$ cat config.mk
export PLATFORM = sky130hd
export DESIGN_NAME = bcd_updown_counter
export DESIGN_NICKNAME = d
export VERILOG_FILES = /design/src/rtl/bcd_updown_counter.sv
export SDC_FILE = /design/constraint.sdc
export NUM_CORES = 1
export LEC_CHECK = 0
export CORE_MARGIN = 2
export CORE_UTILIZATION = 40
export CTS_BUF_LIST = sky130_fd_sc_hd__clkbuf_16
export CTS_CLUSTER_DIAMETER = 150
export CTS_CLUSTER_SIZE = 12
export DETAILED_ROUTE_END_ITERATION = 8
export GPL_TIMING_DRIVEN = 0
export PLACE_DENSITY_LB_ADDON = 0.08
export SYNTH_ARGS = -nofsm -noshare
export SYNTH_HDL_FRONTEND = slang
export SYNTH_SLANG_ARGS = --single-unit
$ cat constraint.sdc
create_clock -name clk -period 4.2 [get_ports clk]
set_input_delay 1.26 -clock clk [delete_from_list [all_inputs] [get_ports clk]]
set_output_delay 1.26 -clock clk [all_outputs]
set_load 0.02 [all_outputs]
$ cat src/rtl/bcd_updown_counter.sv
// Multi-digit BCD up/down counter with parallel load, wrap/saturate ends,
// a terminal-count pulse and per-digit active-low seven-segment outputs.
// Latency: Q, tc and load_err update one clk edge after the qualifying input.
//          seg decodes combinationally from Q. No backpressure; one step per enabled edge.
//
// Ports:
//   clk, rst (sync, active-high)       clock and reset; everything updates on the rising edge
//   clear, load, en, up                control inputs; priority rst > clear > load > en
//   D [4*DIGITS-1:0]                   packed BCD load value; digit 0 in [3:0]
//   Q [4*DIGITS-1:0]                   packed BCD count; digit 0 in [3:0]
//   tc, load_err                       registered one-cycle event pulses
//   seg [7*DIGITS-1:0]                 active-low {g..a} per digit; digit i in [7i+6:7i]
//
// Optional build macro BCD_LEADING_ZERO_BLANK_EN: when defined, zero digits above
// the most significant non-zero digit are blanked. Digit 0 always displays.
module bcd_updown_counter #(
    parameter int                    DIGITS    = 4,
    parameter int                    SATURATE  = 0,
    parameter logic [4*DIGITS-1:0]   RESET_VAL = '0
) (
    input  logic                  clk,
    input  logic                  rst,
    input  logic                  clear,
    input  logic                  load,
    input  logic                  en,
    input  logic                  up,
    input  logic [4*DIGITS-1:0]   D,
    output logic [4*DIGITS-1:0]   Q,
    output logic                  tc,
    output logic                  load_err,
    output logic [7*DIGITS-1:0]   seg
);

    localparam int W = 4 * DIGITS;

    logic [W-1:0] count_q, count_d;
    logic         tc_q, tc_d;
    logic         load_err_q, load_err_d;

    logic [W-1:0] inc_val;
    logic [W-1:0] dec_val;
    logic         all_nines;
    logic         all_zero;
    logic         d_is_bcd;

    // Ripple increment/decrement across digits. At the range ends the ripple
    // naturally produces the wrapped value (9..9 -> 0..0, 0..0 -> 9..9), so
    // wrap mode simply takes inc_val/dec_val and saturate mode overrides it.
    always_comb begin
        logic       carry;
        logic       borrow;
        logic [3:0] nib;
        inc_val   = count_q;
        dec_val   = count_q;
        carry     = 1'b1;
        borrow    = 1'b1;
        nib       = 4'd0;
        all_nines = 1'b1;
        all_zero  = 1'b1;
        d_is_bcd  = 1'b1;
        for (int i = 0; i < DIGITS; i++) begin
            nib = count_q[4*i +: 4];
            if (nib != 4'd9) all_nines = 1'b0;
            if (nib != 4'd0) all_zero  = 1'b0;
            if (D[4*i +: 4] > 4'd9) d_is_bcd = 1'b0;
            if (carry) begin
                if (nib == 4'd9) begin
                    inc_val[4*i +: 4] = 4'd0;
                end else begin
                    inc_val[4*i +: 4] = nib + 4'd1;
                    carry = 1'b0;
                end
            end
            if (borrow) begin
                if (nib == 4'd0) begin
                    dec_val[4*i +: 4] = 4'd9;
                end else begin
                    dec_val[4*i +: 4] = nib - 4'd1;
                    borrow = 1'b0;
                end
            end
        end
    end

    // Next-state selection; rst is handled in the flop block above all of this.
    always_comb begin
        count_d    = count_q;
        tc_d       = 1'b0;
        load_err_d = 1'b0;
        if (clear) begin
            count_d = RESET_VAL;
        end else if (load) begin
            // A rejected load still consumes the cycle: en is not honoured.
            if (d_is_bcd) count_d    = D;
            else          load_err_d = 1'b1;
        end else if (en) begin
            if (up) begin
                tc_d    = all_nines;
                count_d = (all_nines && SATURATE != 0) ? count_q : inc_val;
            end else begin
                tc_d    = all_zero;
                count_d = (all_zero && SATURATE != 0) ? count_q : dec_val;
            end
        end
    end

    always_ff @(posedge clk) begin
        if (rst) begin
            count_q    <= RESET_VAL;
            tc_q       <= 1'b0;
            load_err_q <= 1'b0;
        end else begin
            count_q    <= count_d;
            tc_q       <= tc_d;
            load_err_q <= load_err_d;
        end
    end

    assign Q        = count_q;
    assign tc       = tc_q;
    assign load_err = load_err_q;

    // Q only ever holds valid BCD, so 10..15 share the blank code.
    function automatic logic [6:0] seg_code(input logic [3:0] v);
        case (v)
            4'd0:    seg_code = 7'b1000000;
            4'd1:    seg_code = 7'b1111001;
            4'd2:    seg_code = 7'b0100100;
            4'd3:    seg_code = 7'b0110000;
            4'd4:    seg_code = 7'b0011001;
            4'd5:    seg_code = 7'b0010010;
            4'd6:    seg_code = 7'b0000010;
            4'd7:    seg_code = 7'b1111000;
            4'd8:    seg_code = 7'b0000000;
            4'd9:    seg_code = 7'b0010000;
            default: seg_code = 7'b1111111;
        endcase
    endfunction

`ifdef BCD_LEADING_ZERO_BLANK_EN
    // Scan from the top digit down; blank zeros until the first non-zero digit.
    always_comb begin
        logic       leading;
        logic [3:0] dig;
        seg     = '1;
        leading = 1'b1;
        dig     = 4'd0;
        for (int i = DIGITS - 1; i >= 0; i--) begin
            dig = count_q[4*i +: 4];
            if (i != 0 && leading && dig == 4'd0) begin
                seg[7*i +: 7] = 7'b1111111;
            end else begin
                seg[7*i +: 7] = seg_code(dig);
                leading = 1'b0;
            end
        end
    end
`else
    always_comb begin
        seg = '1;
        for (int i = 0; i < DIGITS; i++) begin
            seg[7*i +: 7] = seg_code(count_q[4*i +: 4]);
        end
    end
`endif

endmodule

==> results of run 1 <==
==> power by group <==
group / internal, mW / leakage [nW] / switching [mW]
sequential: 0.462 / 0.375 / 0.0110
combinational: 0.130 / 1.19 / 0.168
clock: 0.213 / 0.0723 / 0.154
total: 0.804 / 1.64 / 0.333
==> worst max-delay path, stage by stage <==
cell             delay (ps)
clkdlybuf4s50_1         440
o21ai_0                 280
nand4_1                 280
o21ai_2                 340
buf_2                   340
o21ai_0                 170
a21oi_2                 320
inv_1                   140
ha_1                    310
inv_1                    40
mux2i_1                 120
a21oi_1                  80
==> placed cells by master, fill, tap and decap left out, types with 5 or more instances in the layout <==
master,synthesis,layout
buf_2,10,10
nand2_1,21,21
nand2b_1,8,8
o21ai_0,19,19
dfxtp_1,46,46
clkdlybuf4s50_1,0,67
o21a_1,6,6
nor3_1,11,10
o31ai_1,5,5
nor4_1,6,6
a31oi_1,6,6
inv_1,27,29
clkbuf_1,12,11
clkbuf_16,0,5
nand3_1,7,7
ha_1,20,20
mux2i_1,14,13
nor2_1,23,23
a21oi_1,35,34
==> final cells by class <==
| cell class | count | area, um2 | area share |
|---|---|---|---|
| sequential | 46 | 921 | 0.221 |
| multi-input combinational | 280 | 2090 | 0.501 |
| clock buffer | 5 | 125 | 0.0301 |
| timing repair buffer | 67 | 671 | 0.161 |
| tap | 102 | 128 | 0.0307 |
| clock inverter | 2 | 7.51 | 0.00180 |
| inverter | 28 | 105 | 0.0252 |
| buffer | 25 | 119 | 0.0286 |
==> cell families after synthesis <==
kind of cell    share of synthesized area
simple gates                        0.223
fa+ha+maj                          0.0781
buf+inv                            0.0695
flops                               0.287
compound gates                      0.271
xor+xnor                           0.0109
mux                                0.0602
==> worst paths after layout <==
path | start | endpoint | slack, ps | cells past startpoint
worst min register to register | Q[9] | Q[9] | 730 | 3
worst min-delay path | Q[9] | Q[9] | 730 | 3
worst max register to register | Q[7] | seg[24] | 1230 | 10
worst max-delay path | D[9] | seg[3] | 210 | 12
==> flip-flops by register name, summed over array words and instances, names as in the netlist <==
register  count
tc            1
Q            16
load_err      1
seg          28
==> routing by layer <==
metal,vias to the layer above,GRT usage,part of all wire
li1,1529,-,-
met1,1443,0.282,0.48
met2,93,0.332,0.45
met3,8,0.0290,0.056
met4,0,0.0613,0.014
met5,-,0,0
==> metrics by stage <==
stage	TNS, ps	cell area [um2]	instances	hold slack, ps
6_report	0	4160	555	728
3_5_place_dp	-2810	4000	548	701
4_1_cts	0	4140	555	717
2_1_floorplan	0	3200	379	724
5_1_grt	0	4160	555	786
3_3_place_gp	-3150	4000	548	703
==> metrics.txt, run 1 <==
routed wire length=8770 um; layout cells sized above 1=0.132; setup violators final=0; Async S/R FF share, synth=0; Final Util=0.539; DRC Markers=0; Avg WL per Cell=15.8 um; RSZ-0062 raised after global routing=no; GRT Util Overall=0.205; CTS H-Tree Depth=2; leading area contributor after synthesis=dfxtp_1; Seq/Total Area, Yosys=0.288; Total Power=1.14 mW; Final period util=0.949; First DRT Iteration DRCs=181; status=complete, no violations; Worst Clk Skew=5.06 ps; Yosys top cell area share=0.288; fillers=741; max cap viols=0; CTS buffer count=5; Setup crit end kind=register; Ports=68; Pwr Density=273 nW/um2; Arrival @ worst endpoint=4130 ps; die width=93.5 um; Max Buffers Root-to-Sink=2; Mapped Nets=421; DR vias=3073; EDFF count, synth=0; max_slew headroom=0.465; Area Growth Syn to Fin=30.0%; Avg Inst Size Synth=8.45 um2; worst setup slack after layout=214 ps; Antenna diodes=0; Congestion Overflow GR=0; vias in the first global route=2899; Layout Nets=495; CTS root buf=clkbuf_16; yosys warns=0; via/cell ratio=5.54; Die Y=93.5 um; row count=32; Cells after Synth=379; Fmax=251 MHz; dpl ws=-368 ps; top cells by count, synth=46 x dfxtp_1, 35 x a21oi_1, 27 x inv_1; CTS Hold Bufs=0; flops & latches, synth=46; buffers added on ports=67; Lkg Pwr=1.64 nW; Mapped Area=3200 um2; worst endpoint required time=4340 ps; Core ar.=7730 um2; Final Hold Violating Endpoints=0; clock slew at reported path FFs=60 ps; worst vdd ir=143 uV; detailed placement HPWL=6370 um; critical path startpoint category=input port; CTS Sinks=46; initial antenna violation count=0; Netlist cell types=79; largest net degree at the start of global routing=13; postcts setup bufs=0; remaining antenna violation count=0; router iterations before antenna repair=5; count leader, synth=dfxtp_1; post-layout min period=3990 ps; ys flop type=dfxtp_1; CTS tree=built; kind of critical path=in2reg; Max Slew Vio Count=0; clk_lat worst skew=290 ps; RD Place Congestion=0.872; Die ar.=8740 um2; cts repair resizes=1; global-route wire length before repair=14400 um; worst slew pin tran=798 ps; kind of path behind the tightest hold check=reg2reg; ranking of synthesized cells by area=dfxtp_1 29%, ha_1 7.8%, a21oi_1 5.5%, mux2i_1 4.4%, inv_1 3.2%; Max FO, Critical Path=10; Initial Util=0.415
(Power assumes the default switching activity.)
==> run 2: changes to the inputs <==
--- a/config.mk
+++ b/config.mk
@@ -6,4 +6,5 @@
 export NUM_CORES = 1
 export LEC_CHECK = 0
+export CORE_ASPECT_RATIO = 1.25
 export CORE_MARGIN = 2
 export CORE_UTILIZATION = 40
==> constraint.sdc (replaced) <==
create_clock -name clk -period 4.2 [get_ports clk]
set_input_delay 1.26 -clock clk [delete_from_list [all_inputs] [get_ports clk]]
set_output_delay 1.26 -clock clk [all_outputs]
set_load 0.1 [all_outputs]
==> run 2 against run 1 <==
Against the previous run: sequential power about the same; register-to-register slack better by 60 ps; clock skew down 0.87 ps; clock power up 4%; via count down 1.0%; worst setup slack worse by 47 ps; combinational power up 50%; largest cell class unchanged; largest power group unchanged; highest routed layer unchanged.
==> metrics.txt, run 2 (synthesis results as in run 1) <==
max_slew headroom=0.344 (-0.121); worst slew pin tran=981 ps (+183 ps); CTS Sinks=46 (unchanged); commonest non-fill, non-tap cell in the layout=clkdlybuf4s50_1; worst vdd ir=171 uV (+19%); Area Growth Syn to Fin=29.5%; R2R Path Start=Q[7]; Worst Hold End=Q[9]; row count=36 (+13%); Core ar.=7790 um2 (+0.84%); fillers=754 (+1.8%); Die Y=104 um (+11%); detailed placement HPWL=6480 um (+1.8%); Pwr Density=314 nW/um2 (+15%); most frequent cells in the layout=67 x clkdlybuf4s50_1, 46 x dfxtp_1, 34 x a21oi_1; remaining antenna violation count=0 (unchanged); max reg flops=28 (unchanged); die width=84.0 um (-10%); Max FO, Critical Path=10 (unchanged); post-placement cell count=541 (-1.3%); worst endpoint required time=4340 ps (about the same); Initial Util=0.411 (-0.00346); Die ar.=8740 um2 (about the same); Antenna diodes=0 (unchanged); vias in the first global route=2859 (-1.4%); via/cell ratio=5.54 (about the same); clk_lat worst skew=290 ps (about the same); RD Place Congestion=0.860 (-1.4%); RSZ-0062 raised after global routing=yes; buffers added on ports=67 (unchanged); global-route wire length before repair=14200 um (-1.4%); Max Buffers Root-to-Sink=2 (unchanged); Final period util=0.960 (+0.0113); Setup crit end kind=register; fin cells=549 (-1.1%); layout cells sized above 1=0.130 (-0.00249); DR vias=3041 (-1.0%); CTS root buf=clkbuf_16; First DRT Iteration DRCs=199 (+9.9%); DRC Markers=0 (unchanged); status=complete, no violations; R2R cell count=10 (unchanged); Arrival @ worst endpoint=4170 ps (+40 ps); multi-input logic area=2080 um2 (-0.42%); CTS Hold Bufs=0 (unchanged); largest net degree at the start of global routing=14 (+1); max cap viols=0 (unchanged); Avg WL per Cell=15.9 um (+0.55%); Fmax=248 MHz (-1.2%); Final Instance Area=4150 um2 (-0.33%); clock slew at reported path FFs=60 ps (about the same); initial antenna violation count=0 (unchanged); Final Hold Violating Endpoints=0 (unchanged); routed wire length=8730 um (-0.54%); kind of critical path=in2reg; r2r setup slk=1290 ps (+60 ps); postcts setup bufs=0 (unchanged); post-layout min period=4030 ps (+47.3 ps); Total Power=1.30 mW (+14%); Lkg Pwr=1.64 nW (-0.28%); min-delay src=Q[9]; Worst Clk Skew=4.20 ps (-0.866 ps); Congestion Overflow GR=0 (unchanged); CTS tree=built; Ports=68 (unchanged); CTS buffer count=5 (unchanged); kind of path behind the tightest hold check=reg2reg; Critical R2R Capture=seg[24]; GRT Util Overall=0.197 (-0.00744); hold path depth=3 (unchanged); Layout Nets=495 (unchanged); CTS H-Tree Depth=2 (unchanged); router iterations before antenna repair=4 (-1); critical path startpoint category=input port; Max Slew Vio Count=0 (unchanged); FF+latch area=921 um2 (unchanged); placed inst area=3990 um2 (-0.22%); setup violators final=0 (unchanged)
==> run 2: worst max-delay path, stage by stage <==
cell and delay (ps):
clkdlybuf4s50_1 620, inv_1 220, nand2_1 190, o21a_1 400, buf_2 330, nor3_1 90
o221ai_1 450, inv_1 130, ha_1 220, inv_1 50, mux2_2 130, a21oi_1 60
==> run 2: how the worst max path moves through the flow <==
stage | start | endpoint | slack [ps] | depth (start not counted)
floorplan | up | seg[24] | 740 | 10
global placement | D[6] | seg[3] | -230 | 12
detailed placement | D[6] | seg[17] | -320 | 11
CTS | D[6] | seg[3] | 7 | 12
global route | load | seg[13] | -20 | 12
finish | load | seg[13] | 170 | 12
==> run 2: cell type report <==
| class | count | share of cell area |
|---|---|---|
| Multi-Input combinational cell | 280 | 0.501 |
| Sequential cell | 46 | 0.222 |
| Timing Repair Buffer | 67 | 0.162 |
| Clock buffer | 5 | 0.0302 |
| Tap cell | 95 | 0.0286 |
| Buffer | 25 | 0.0283 |
| Inverter | 28 | 0.0253 |
| Clock inverter | 3 | 0.00302 |
==> run 2: stage by stage <==
stage / worst slack (ps) / util / TNS, ps / hold WS, ps
after floorplan: 735 / - / 0 / 1130
after global placement: -229 / 0.512 / -1460 / 693
after detailed placement: -319 / 0.512 / -2480 / 694
after CTS: 6.99 / 0.531 / 0 / 704
after global routing: -18.3 / 0.532 / -25.0 / 768
final: 167 / 0.532 / 0 / 723
==> run 2: timing repair <==
item	4_1_cts	5_1_grt
setup endpoints to repair	1	9
pin swaps	0	0
gates resized for setup	1	4
==> run 2: power breakdown <==
part | internal, mW | switching (mW)
clock network | 0.215 | 0.165
registers | 0.462 | 0.0113
logic | 0.128 | 0.320
total | 0.805 | 0.496
==> run 2: layer usage <==
metal / wire length, um / up-vias / track usage
li1: - / 1525 / -
met1: 3810 / 1426 / 0.243
met2: 4420 / 81 / 0.341
met3: 379 / 9 / 0.0341
met4: 117 / 0 / 0.0726
met5: 0 / - / 0
